### src/rtl/stopwatch_pkg.sv
// Shared types and constants for the lab3 stopwatch: FSM encoding, BCD time
// payload and the two-digit BCD increment used by both counting and adjust.
package stopwatch_pkg;

  localparam int unsigned DIGIT_W       = 4;
  localparam int unsigned SEC_WRAP_TENS = 5;
  localparam int unsigned DIGIT_MAX     = 9;

  typedef enum logic [1:0] {
    ST_RUN   = 2'd0,
    ST_PAUSE = 2'd1,
    ST_ADJ   = 2'd2
  } state_t;

  typedef struct packed {
    logic [DIGIT_W-1:0] tens;
    logic [DIGIT_W-1:0] ones;
  } bcd2_t;

  typedef struct packed {
    bcd2_t mm;
    bcd2_t ss;
  } mmss_t;

  // Two-digit BCD +1 that wraps to 00 once the given maximum is reached.
  function automatic bcd2_t bcd2_inc(input bcd2_t v, input bcd2_t max_v);
    bcd2_t r;
    if (v == max_v) begin
      r = '0;
    end else if (v.ones >= DIGIT_W'(DIGIT_MAX)) begin
      r.tens = v.tens + DIGIT_W'(1);
      r.ones = '0;
    end else begin
      r.tens = v.tens;
      r.ones = v.ones + DIGIT_W'(1);
    end
    return r;
  endfunction

endpackage

### src/rtl/btn_debounce.sv
// Button conditioner: 2-flop synchroniser, sampled-level debounce and a
// one-cycle pulse on each debounced rising edge.
module btn_debounce #(
  parameter int unsigned DEB_SAMPLES = 3
) (
  input  logic clk,
  input  logic rst,
  input  logic sample_en,
  input  logic btn_in,
  output logic level,
  output logic press
);

  localparam int unsigned CNT_W = $clog2(DEB_SAMPLES + 1);

  logic [1:0]       sync;
  logic [CNT_W-1:0] cnt;

  // cnt counts consecutive samples disagreeing with the current debounced level
  always_ff @(posedge clk) begin
    if (rst) begin
      sync  <= '0;
      cnt   <= '0;
      level <= 1'b0;
      press <= 1'b0;
    end else begin
      sync  <= {sync[0], btn_in};
      press <= 1'b0;
      if (sample_en) begin
        if (sync[1] == level) begin
          cnt <= '0;
        end else if (cnt == CNT_W'(DEB_SAMPLES - 1)) begin
          cnt   <= '0;
          level <= sync[1];
          press <= sync[1];
        end else begin
          cnt <= cnt + CNT_W'(1);
        end
      end
    end
  end

endmodule

### src/rtl/stopwatch_ctrl.sv
// Stopwatch mode controller: RUN/PAUSE/ADJ state machine, MM:SS BCD counter
// and per-field blink blanking for the seven-segment driver.
module stopwatch_ctrl
  import stopwatch_pkg::*;
#(
  parameter int unsigned DEB_SAMPLES = 3,
  parameter int unsigned MAX_MIN     = 99
) (
  input  logic               clk,
  input  logic               rst,
  input  logic               clk1_en,
  input  logic               clk2_en,
  input  logic               clk3_en,
  input  logic               clk4_en,
  input  logic               btn_pause,
  input  logic               btn_reset,
  input  logic               sw_adj,
  input  logic               sw_sel,
  output logic [DIGIT_W-1:0] min_tens,
  output logic [DIGIT_W-1:0] min_ones,
  output logic [DIGIT_W-1:0] sec_tens,
  output logic [DIGIT_W-1:0] sec_ones,
  output logic               blank_min,
  output logic               blank_sec,
  output logic               running
);

  localparam bcd2_t SEC_MAX = bcd2_t'({DIGIT_W'(SEC_WRAP_TENS), DIGIT_W'(DIGIT_MAX)});
  localparam bcd2_t MIN_MAX = bcd2_t'({DIGIT_W'(MAX_MIN / 10), DIGIT_W'(MAX_MIN % 10)});

  logic [1:0] adj_sync;
  logic [1:0] sel_sync;
  logic       adj;
  logic       sel;
  logic       pause_press;
  logic       clr_press;
  logic [1:0] unused_levels;

  state_t state_q, state_d;
  mmss_t  time_q, time_d;
  logic   blink_q, blink_d;

  assign adj = adj_sync[1];
  assign sel = sel_sync[1];

  btn_debounce #(.DEB_SAMPLES(DEB_SAMPLES)) u_pause_deb (
    .clk       (clk),
    .rst       (rst),
    .sample_en (clk3_en),
    .btn_in    (btn_pause),
    .level     (unused_levels[0]),
    .press     (pause_press)
  );

  btn_debounce #(.DEB_SAMPLES(DEB_SAMPLES)) u_reset_deb (
    .clk       (clk),
    .rst       (rst),
    .sample_en (clk3_en),
    .btn_in    (btn_reset),
    .level     (unused_levels[1]),
    .press     (clr_press)
  );

  // Next state, blink phase and time; adjust switch beats a same-cycle pause press
  always_comb begin
    state_d = state_q;
    time_d  = time_q;
    blink_d = 1'b0;

    case (state_q)
      ST_RUN: begin
        if (adj)              state_d = ST_ADJ;
        else if (pause_press) state_d = ST_PAUSE;
      end
      ST_PAUSE: begin
        if (adj)              state_d = ST_ADJ;
        else if (pause_press) state_d = ST_RUN;
      end
      ST_ADJ: begin
        if (!adj)             state_d = ST_PAUSE;
      end
      default: state_d = ST_RUN;
    endcase

    if (state_q == ST_ADJ) blink_d = blink_q ^ clk4_en;

    if (clr_press) begin
      time_d = '0;
    end else if (state_q == ST_RUN && clk1_en) begin
      time_d.ss = bcd2_inc(time_q.ss, SEC_MAX);
      if (time_q.ss == SEC_MAX) time_d.mm = bcd2_inc(time_q.mm, MIN_MAX);
    end else if (state_q == ST_ADJ && clk2_en) begin
      if (sel) time_d.ss = bcd2_inc(time_q.ss, SEC_MAX);
      else     time_d.mm = bcd2_inc(time_q.mm, MIN_MAX);
    end
  end

  // Flag outputs are registered from next-cycle values so they track state_q exactly
  always_ff @(posedge clk) begin
    if (rst) begin
      adj_sync  <= '0;
      sel_sync  <= '0;
      state_q   <= ST_RUN;
      time_q    <= '0;
      blink_q   <= 1'b0;
      running   <= 1'b1;
      blank_min <= 1'b0;
      blank_sec <= 1'b0;
    end else begin
      adj_sync  <= {adj_sync[0], sw_adj};
      sel_sync  <= {sel_sync[0], sw_sel};
      state_q   <= state_d;
      time_q    <= time_d;
      blink_q   <= blink_d;
      running   <= (state_d == ST_RUN);
      blank_min <= (state_d == ST_ADJ) & ~sel_sync[0] & blink_d;
      blank_sec <= (state_d == ST_ADJ) &  sel_sync[0] & blink_d;
    end
  end

  assign min_tens = time_q.mm.tens;
  assign min_ones = time_q.mm.ones;
  assign sec_tens = time_q.ss.tens;
  assign sec_ones = time_q.ss.ones;

endmodule
### config.mk
export PLATFORM = sky130hd
export DESIGN_NAME = stopwatch_ctrl
export DESIGN_NICKNAME = d
export VERILOG_FILES = /design/src/rtl/stopwatch_pkg.sv /design/src/rtl/btn_debounce.sv /design/src/rtl/stopwatch_ctrl.sv
export SDC_FILE = /design/constraint.sdc
export NUM_CORES = 1
export LEC_CHECK = 0
export ABC_AREA = 0
export BUFFER_PORTS_ARGS = -buffer_cell sky130_fd_sc_hd__buf_2
export CORE_MARGIN = 2
export CORE_UTILIZATION = 35
export CTS_CLUSTER_SIZE = 30
export DETAILED_ROUTE_END_ITERATION = 8
export HOLD_SLACK_MARGIN = 0.1
export PLACE_DENSITY_LB_ADDON = 0.1
export SYNTH_ARGS = -nofsm -noshare
export SYNTH_HDL_FRONTEND = slang
export SYNTH_HIERARCHICAL = 1
export SYNTH_SLANG_ARGS = --single-unit
export TNS_END_PERCENT = 1
### constraint.sdc
create_clock -name clk -period 1.8 [get_ports clk]
set_input_delay 0.09 -clock clk [delete_from_list [all_inputs] [get_ports clk]]
set_output_delay 0.09 -clock clk [all_outputs]
set_load 0.005 [all_outputs]
======== Word-level counts from Yosys, hierarchy flattened ========
Cells that the tools add are included.
cells by class
  bitwise operators ....................... 11
  eq/ne operators ......................... 11
  magnitude comparators ................... 2
  mux-type cells .......................... 20
  reductions and logical operators ........ 13
  divide/modulo/power cells ............... 0
  add/subtract/negate cells ............... 6
  $mul .................................... 0
  shift-type cells ........................ 0
operators by type and width
  cell                   number
  $mux W8                7
  $mux W16               2
  $mux W2                9
  $add A4 B1 Y4 const B  4
  $reduce_and A3 Y1      3
  $eq A2 B2 Y1 const B   4
  $eq A8 B7 Y1 const B   1
  $eq A8 B8 Y1 const B   1
  $ge A4 B4 Y1 const B   2
  $reduce_or A4 Y1       2
  $not A1 Y1             6
  $pmux W2 S3            1
  $add A2 B1 Y2 const B  2
  $and A1 B1 Y1          4
  $logic_not A2 Y1       2
  $ne A2 B1 Y1 const B   2
  $reduce_bool A2 Y1     2
  $eq A1 B1 Y1           2
  $eq A2 B1 Y1 const B   1
  $logic_and A1 B1 Y1    2
  $reduce_and A2 Y1      1
  $reduce_or A2 Y1       1
  $mux W1                1
  $xor A1 B1 Y1          1
storage, ports and cells
  memory bits (writable) .................. 0
  flip-flop bits (word level) ............. 38
  bits of input ports ..................... 10
  latch bits .............................. 0
  memories kept ........................... 0
  bits in read-only memories .............. 0
  logic and storage cells ................. 82

======== Logic depth before layout (Yosys ltp) ========
Gate-level depths: netlist of run 1.
  word-level depth ........................ 6
  gate-level depth with buffers ........... 7
  gate-level depth less buffers ........... 6

======== Modules after synthesis ========
The synthesis of run 1 kept the hierarchy.
modules (own cells, without submodules)
  module          cells each  instances  area an instance (um2)
  stopwatch_ctrl  139         1          1283.7
  btn_debounce    20          2          225.2

======== Least setup slack after synthesis of run 1 ========
Ideal clock, no wire load.
  kind .................................... reg-to-reg
  from .................................... register time_q (netlist bit sec_ones[0])
  to ...................................... register time_q (netlist bit min_tens[1])
  cell stages (with the launch flop) ...... 7
  data required time ...................... 1.730 ns
  slack ................................... 0.038 ns
  arrival time ............................ 1.692 ns
  period minus slack after synthesis ...... 1.762 ns
  buffers on the path ..................... 1
  setup time .............................. 0.070 ns
  cell sequence ........................... dfxtp_1 -> ha_1 -> nand2_1 -> o32a_1 -> buf_6 -> or4_1 -> a21oi_1
on the way
  word-level cells in the longest chain between the ends .. 3
ends and longest elaborated chain
  item                         line                   RTL
  start: declaration           stopwatch_ctrl.sv:40   mmss_t time_q, time_d;
  start signal: assignment     stopwatch_ctrl.sv:113  time_q <= time_d;
  $eq A8 B7 Y1                 stopwatch_ctrl.sv:91   if (time_q.ss == SEC_MAX) time_d.mm = bcd2_inc(time_q.mm, MIN_MAX);
  $ne A2 B1 Y1 (no line)       --
  $reduce_and A3 Y1 (no line)  --
Every way passes these cells.
A chain may end at the register's enable or synchronous reset.

======== Final worst setup path of run 1 ========
  from .................................... register time_q (netlist bit sec_ones[1])
  to ...................................... register time_q (netlist bit min_tens[0])
The elaborated chain is that of the path after synthesis.

==> summary.txt, run 1 <==
Logic synthesis
  – Synth async-reset ratio: 0%
  – Syn_nets: 199
  – Post-synth EDFFs: 0
  – Mapped Avg Cell Area: between 9 and 10 µm²
  – Count of state elements after synthesis: 38
  – Post-Syn Area: ~1700 µm²
  – Synthesized instance count: 179
  – YS warnings: 6
  – Synth unique cells: between 40 and 50
  – Register area share after synthesis: 43.9%
  – Main synth FF type: dfxtp_1

GRT
  – Initial antenna violation count: 0
  – First-pass GRT wire length: 6270 µm
  – Number of global-route vias before repair: about 1400
  – Total GRT Usage: 14.7%
  – Total grt overflow: 0
  – Largest net degree at the start of global routing: 22

CTS
  – Clock Tree Root: clkbuf_8
  – Clk pin slew, worst setup/hold paths: 80 ps
  – # clock sinks: 38
  – H-tree depth: 2
  – TritonCTS clock tree: done
  – Max Root-Sink Buffers: 2
  – Worst skew pair latency: just under 300 ps
  – CTS Buf Count: 5

Place
  – IO Port Bufs: 28
  – DP Wirelength: 2750 µm
  – Placed Instances: 283
  – DP Worst Slack: 47.0 ps
  – Gpl congestion: approximately 0.85

Critical path
  – RR Startpoint: sec_ones[1]
  – CP endpoint: min_tens[0]
  – Critical path's largest stage delay: approximately 570 ps
  – Crit path cell chain: inv_2, ha_4, nand2_2, o32a_1, or4_4, a21oi_2
  – Critical path fanouts, max: 7
  – Worst Path Required: 2030 ps
  – Crit path launch: sec_ones[1]
  – CP Data Arrival Time: 2010 ps
  – Crit. End Element: flip-flop
  – Startpoint Class: flip-flop
  – Flop2flop setup slack: 20 ps
  – FF-to-FF path depth: 6
  – CP Class: flip-flop to flip-flop
  – CP max-delay cell: or4_4
  – Capturing point of the worst reg2reg path: min_tens[0]

STA
  – Slew Viols, Final: 0
  – Final WS setup: 20.7 ps
  – Worst-margin pin slew: 582 ps
  – Fmax: between 500 and 600 MHz
  – Final min period: 1780 ps
  – RSZ-0062 raised after global routing: true
  – Final hold vios: 0
  – Slew HR: 60.8%
  – Fin Hold WS: 115 ps
  – Layout Skew: between 7 and 8 ps
  – Crit share post-route: between 90% and 100%
  – Setup violations, final: 0

Pwr
  – Peak VDD IR: roughly 0.00047 V
  – Pwr Total: 1.87 mW
  – PwrDens: 807 nW/µm²
  – LEAKAGE: between 0.9 and 1 nW

Floorplanning
  – Die area: about 5500 µm²
  – Top-level I/O count: 29
  – Initial Utilization: a little over a third
  – Core Area: 4750 µm²
  – Die H: 74.4 µm
  – Die X: 74.4 µm
  – Std cell rows: 25

Layout
  – Fillers: approximately 480
  – Antenna Cells: 0
  – Total Nets Final: 252
  – Layout Cells excl Fill: 300
  – Highest-count cells in the layout ignoring fill and taps: dfxtp_1 (33), buf_2 (28), buf_4 (16)
  – Util after Layout: 48.9%
  – Share of post-route cells with drive strength above 1: between 30 and 40%
  – Area grow syn2layout: 34.0%
  – Most common cell after layout, fill and taps aside: dfxtp_1

Route
  – DRC errors left: 0
  – Routed WL: 3840 µm
  – Via count: 1482
  – Antenna-violating nets left: 0
  – Vias per cell: 4.94
  – DR WL/cell: about 13 µm
  – DR pass1 iterations: 4
  – DRT iter0 DRCs: 103

Run
  – Max Cap Violations: 0

Worst hold path
  – Hold Crit Start: clk3_en
  – HP Class: input port to flip-flop

Run status
  – Outcome: completed
flip-flops by register name (all words and copies together), names as in the netlist, 2 cells and up:
name,cells
u_pause_deb/sync,2
u_pause_deb/cnt,2
sec_tens,4
sec_ones,4
sel_sync,2
state_q,2
u_reset_deb/sync,2
adj_sync,2
u_reset_deb/cnt,2
min_ones,4
min_tens,4
layer usage:
layer,GRT usage [%],part of all wire [%],up-vias
met5,0,0,-
met2,20.8,45,42
met4,6.55,1.8,0
met1,20.6,48,687
met3,4.47,5.6,8
li1,-,-,745
per-stage QoR:
step                      TNS, ps  instance area (µm²)
after global placement          0                 2030
after detailed placement        0                 2030
after floorplan                 0                 1730
final                           0                 2320
after CTS                       0                 2220
after global routing         -114                 2320
worst min path at each step:
stage,endpoint,depth (start not counted),slack [ps]
2_1_floorplan,adj_sync[0],1,160
3_3_place_gp,sel_sync[0],2,300
3_5_place_dp,adj_sync[0],2,310
4_1_cts,u_pause_deb/cnt[0],2,100
5_1_grt,u_reset_deb/cnt[0],2,120
6_report,u_pause_deb/cnt[0],2,110
cell type report:
cell class / instances / area [µm²] / share of cell area [%]
Multi-Input combinational cell: 125 / 973 / 41.9
Timing Repair Buffer: 49 / 310 / 13.4
Inverter: 13 / 48.8 / 2.10
Clock buffer: 5 / 68.8 / 2.96
Sequential cell: 38 / 769 / 33.1
Clock inverter: 3 / 68.8 / 2.96
Tap cell: 67 / 83.8 / 3.61
Yosys cell counts (all sizes together), types with 3 or more instances:
cell type  instances  area share, %
nor2               8            1.7
o21ai              7            2.0
nor3               3           0.87
o32ai              3            1.5
nor3b              6            2.6
mux2i              3            1.7
dfxtp             38             44
nand4              3            1.1
ha                10            7.2
nor2b              9            3.2
nand2b            10            4.0
inv               13            2.8
a21oi             10            2.9
or3b               3            1.5
nand3              7            2.0
nand2              8            1.7
xnor2              5            2.5
kinds of logic after synthesis:
logic type | count (synthesis) | share of synthesized area [%]
AOI/OAI and AO/OA | 34 | 14.4
DFF | 38 | 43.9
and+or+nand+nor | 72 | 25.8
adders and majority gates | 10 | 7.22
muxes | 3 | 1.73
buffers and inverters | 16 | 3.97
xor gates and xnor gates | 6 | 3.03
where the power goes:
group	total, mW	internal, mW	switching, mW
Combinational	0.136	0.0669	0.0687
Sequential	0.873	0.858	0.0146
Clock	0.866	0.555	0.310
Total	1.87	1.48	0.394
critical path, delay by kind of cell (launching register included):
kind            cells  cell delay, ps
buf+inv             1              70
compound gates      2             550
flops               1             330
simple gates        2             630
fa+ha+maj           1             130
timing repair:
| item | in CTS | in global routing |
|---|---|---|
| setup endpoints to repair | 0 | 8 |
| gates resized for setup | 0 | 20 |
| hold buffers | 5 | 0 |
| endpoints found under the hold margin | 6 | 0 |
| setup buffers | 0 | 4 |
Note: power is estimated with default switching activity, not from simulation.
==> inputs of run 2 (changes only) <==
--- a/config.mk
+++ b/config.mk
@@ -6,13 +6,14 @@
 export NUM_CORES = 1
 export LEC_CHECK = 0
 export ABC_AREA = 0
-export BUFFER_PORTS_ARGS = -buffer_cell sky130_fd_sc_hd__buf_2
 export CORE_MARGIN = 2
-export CORE_UTILIZATION = 35
+export CORE_UTILIZATION = 40
 export CTS_CLUSTER_SIZE = 30
 export DETAILED_ROUTE_END_ITERATION = 8
+export DONT_BUFFER_PORTS = 1
 export HOLD_SLACK_MARGIN = 0.1
 export PLACE_DENSITY_LB_ADDON = 0.1
+export REMOVE_ABC_BUFFERS = 1
 export SYNTH_ARGS = -nofsm -noshare
 export SYNTH_HDL_FRONTEND = slang
 export SYNTH_HIERARCHICAL = 1
==> run 2 against run 1 <==
Compared with the run above: sequential share of layout area is 2.1 points higher; first-iteration DRC count is 12% lower; sequential power hardly changed; final area is 6.6% lower; critical path type unchanged; largest power group is now the clock network.
==> summary.txt, run 2 (synthesized netlist as in run 1, its figures left out) <==
Pwr
  – Combinational share of power: 6.5% (-0.7 points)
  – Clock network power share: 47.3% (+1.1 points)
  – Switching share of total power: 20.2% (-0.86 points)
  – Part of the power in registers: 46.2% (-0.4 points)
  – Peak VDD IR: 0.000484 V (+3.2%)
  – Pwr Total: 1.89 mW (+0.91%)
  – LEAKAGE: 0.791 nW (-14%)
  – PwrDens: 872 nW/µm² (+8.1%)
  – Cell Int Power: 1.51 mW (+2.0%)
  – Psw: 381 µW (-3.2%)

STA
  – Final TNS setup: 0 ps (unchanged)
  – Worst-margin pin slew: 715 ps (+133 ps)
  – Fin Hold WS: 143 ps (+28.4 ps)
  – RSZ-0062 raised after global routing: true
  – Setup violations, final: 0 (unchanged)
  – Final min period: 1740 ps (-40.7 ps)
  – Final WS setup: 61.4 ps (+40.7 ps)
  – Slew HR: 52.2% (-8.7 points)
  – Fmax: 575 MHz (+2.3%)
  – Layout Skew: 2.70 ps (-4.85 ps)
  – Crit share post-route: 96.6% (-2.3 points)
  – Slew Viols, Final: 0 (unchanged)
  – Final hold vios: 0 (unchanged)

Critical path
  – CP endpoint: min_tens[1]
  – Worst Path Required: 2030 ps (about the same)
  – FF-to-FF path depth: 5 (-1)
  – CP Data Arrival Time: 1970 ps (-40 ps)
  – Crit. End Element: flip-flop
  – Startpoint Class: flip-flop
  – Crit path launch: sec_tens[0]
  – Critical path fanouts, max: 7 (unchanged)
  – RR Startpoint: sec_tens[0]
  – Flop2flop setup slack: 60 ps (+40 ps)
  – Capturing point of the worst reg2reg path: min_tens[1]
  – CP Class: flip-flop to flip-flop

Layout
  – Final Cell Area: 2170 µm² (-6.6%)
  – Area grow syn2layout: 25.1%
  – Total Nets Final: 226 (-10%)
  – Layout Cells excl Fill: 257 (-14%)
  – Antenna Cells: 0 (unchanged)
  – Highest-count cells in the layout ignoring fill and taps: dfxtp_1 (35), buf_4 (16), inv_1 (11)
  – Util after Layout: 53.1% (+4.2 points)
  – Most common cell after layout, fill and taps aside: dfxtp_1
  – Share of post-route cells with drive strength above 1: 22.7% (-12 points)

Floorplanning
  – Std cell rows: 23 (-8.0%)
  – Die H: 69.8 µm (-6.1%)
  – Top-level I/O count: 29 (unchanged)
  – Core Area: 4090 µm² (-14%)
  – Die X: 69.8 µm (-6.1%)
  – Initial Utilization: 42.4% (+6.0 points)
  – Die area: 4880 µm² (-12%)

Route
  – Antenna-violating nets left: 0 (unchanged)
  – DR pass1 iterations: 4 (unchanged)
  – DRT iter0 DRCs: 91 (-12%)
  – Routed WL: 3560 µm (-7.5%)
  – Via count: 1367 (-7.8%)
  – Vias per cell: 5.32 (+7.7%)
  – DRC errors left: 0 (unchanged)
  – DR WL/cell: 13.8 µm (+8.0%)

CTS
  – Clk pin slew, worst setup/hold paths: 70 ps (about the same)
  – Worst skew pair latency: 290 ps (about the same)
  – H-tree depth: 2 (unchanged)
  – Max Root-Sink Buffers: 2 (unchanged)
  – CTS Buf Count: 5 (unchanged)
  – # clock sinks: 38 (unchanged)
  – Clock Tree Root: clkbuf_8
  – TritonCTS clock tree: done

Place
  – Post-DP Area: 1880 µm² (-7.2%)
  – IO Port Bufs: 0 (-100%)
  – DP Worst Slack: -1.92 ps (-48.9 ps)
  – Placed Instances: 240 (-15%)
  – Gpl congestion: 0.722 (-15%)
  – DP Wirelength: 2500 µm (-9.2%)

Run status
  – Outcome: completed

GRT
  – First-pass GRT wire length: 6010 µm (-4.1%)
  – Initial antenna violation count: 0 (unchanged)
  – Number of global-route vias before repair: 1398 (+2.3%)
  – Total grt overflow: 0 (unchanged)
  – Largest net degree at the start of global routing: 25 (+14%)
  – Total GRT Usage: 15.6% (+0.84 points)

Run
  – Max Cap Violations: 0 (unchanged)

Worst hold path
  – HP Class: input port to flip-flop
## run 2: layer usage
| layer | up-vias | global-route usage, % | share of wire [%] |
|---|---|---|---|
| li1 | 689 | - | - |
| met1 | 629 | 17.1 | 43 |
| met2 | 41 | 26.2 | 49 |
| met3 | 8 | 5.96 | 5.8 |
| met4 | 0 | 7.48 | 2.3 |
| met5 | - | 0 | 0 |
## run 2: cell type report
class | count | area (µm²)
flip-flops and latches | 38 | 764
clock buffers | 6 | 82.6
multi-input cells | 125 | 961
inverters | 13 | 48.8
well taps | 50 | 62.6
clock inverters | 2 | 60.1
repair buffers | 23 | 190
fillers | 377 | 1920
## run 2: repair_timing
item                                   in CTS  in global routing
setup buffers                               0                  2
pin swaps                                   1                  5
hold buffers                                7                  0
endpoints found under the hold margin      25                  0
gates resized for setup                     0                 14
setup endpoints to repair                   2                  9
## run 2: worst min-delay path by stage
stage | slack (ps) | end | cells past startpoint | start
after global placement | 160 | u_pause_deb/sync[0] | 1 | rst
final | 140 | min_tens[1] | 2 | rst
after floorplan | 160 | adj_sync[0] | 1 | rst
after detailed placement | 160 | u_pause_deb/sync[0] | 1 | rst
after CTS | 140 | sec_ones[3] | 2 | rst
after global routing | 160 | min_tens[1] | 2 | rst
## run 2: worst max-delay path: stages, from the launching register on
cell     delay (ps)
dfxtp_1         380
ha_4            150
nand2_2          60
o32a_1          410
or4_4           560
a21oi_2         120
## run 2: power groups by stage
| stage | Combinational (mW) | Sequential [mW] | Clock [mW] |
|---|---|---|---|
| final | 0.122 | 0.874 | 0.894 |
| after global routing | 0.135 | 0.876 | 0.954 |
| after CTS | 0.119 | 0.871 | 0.917 |
| after detailed placement | 0.0983 | 0.891 | 0 |
| after global placement | 0.0940 | 0.890 | 0 |
| after floorplan | 0.0630 | 0.892 | 0 |
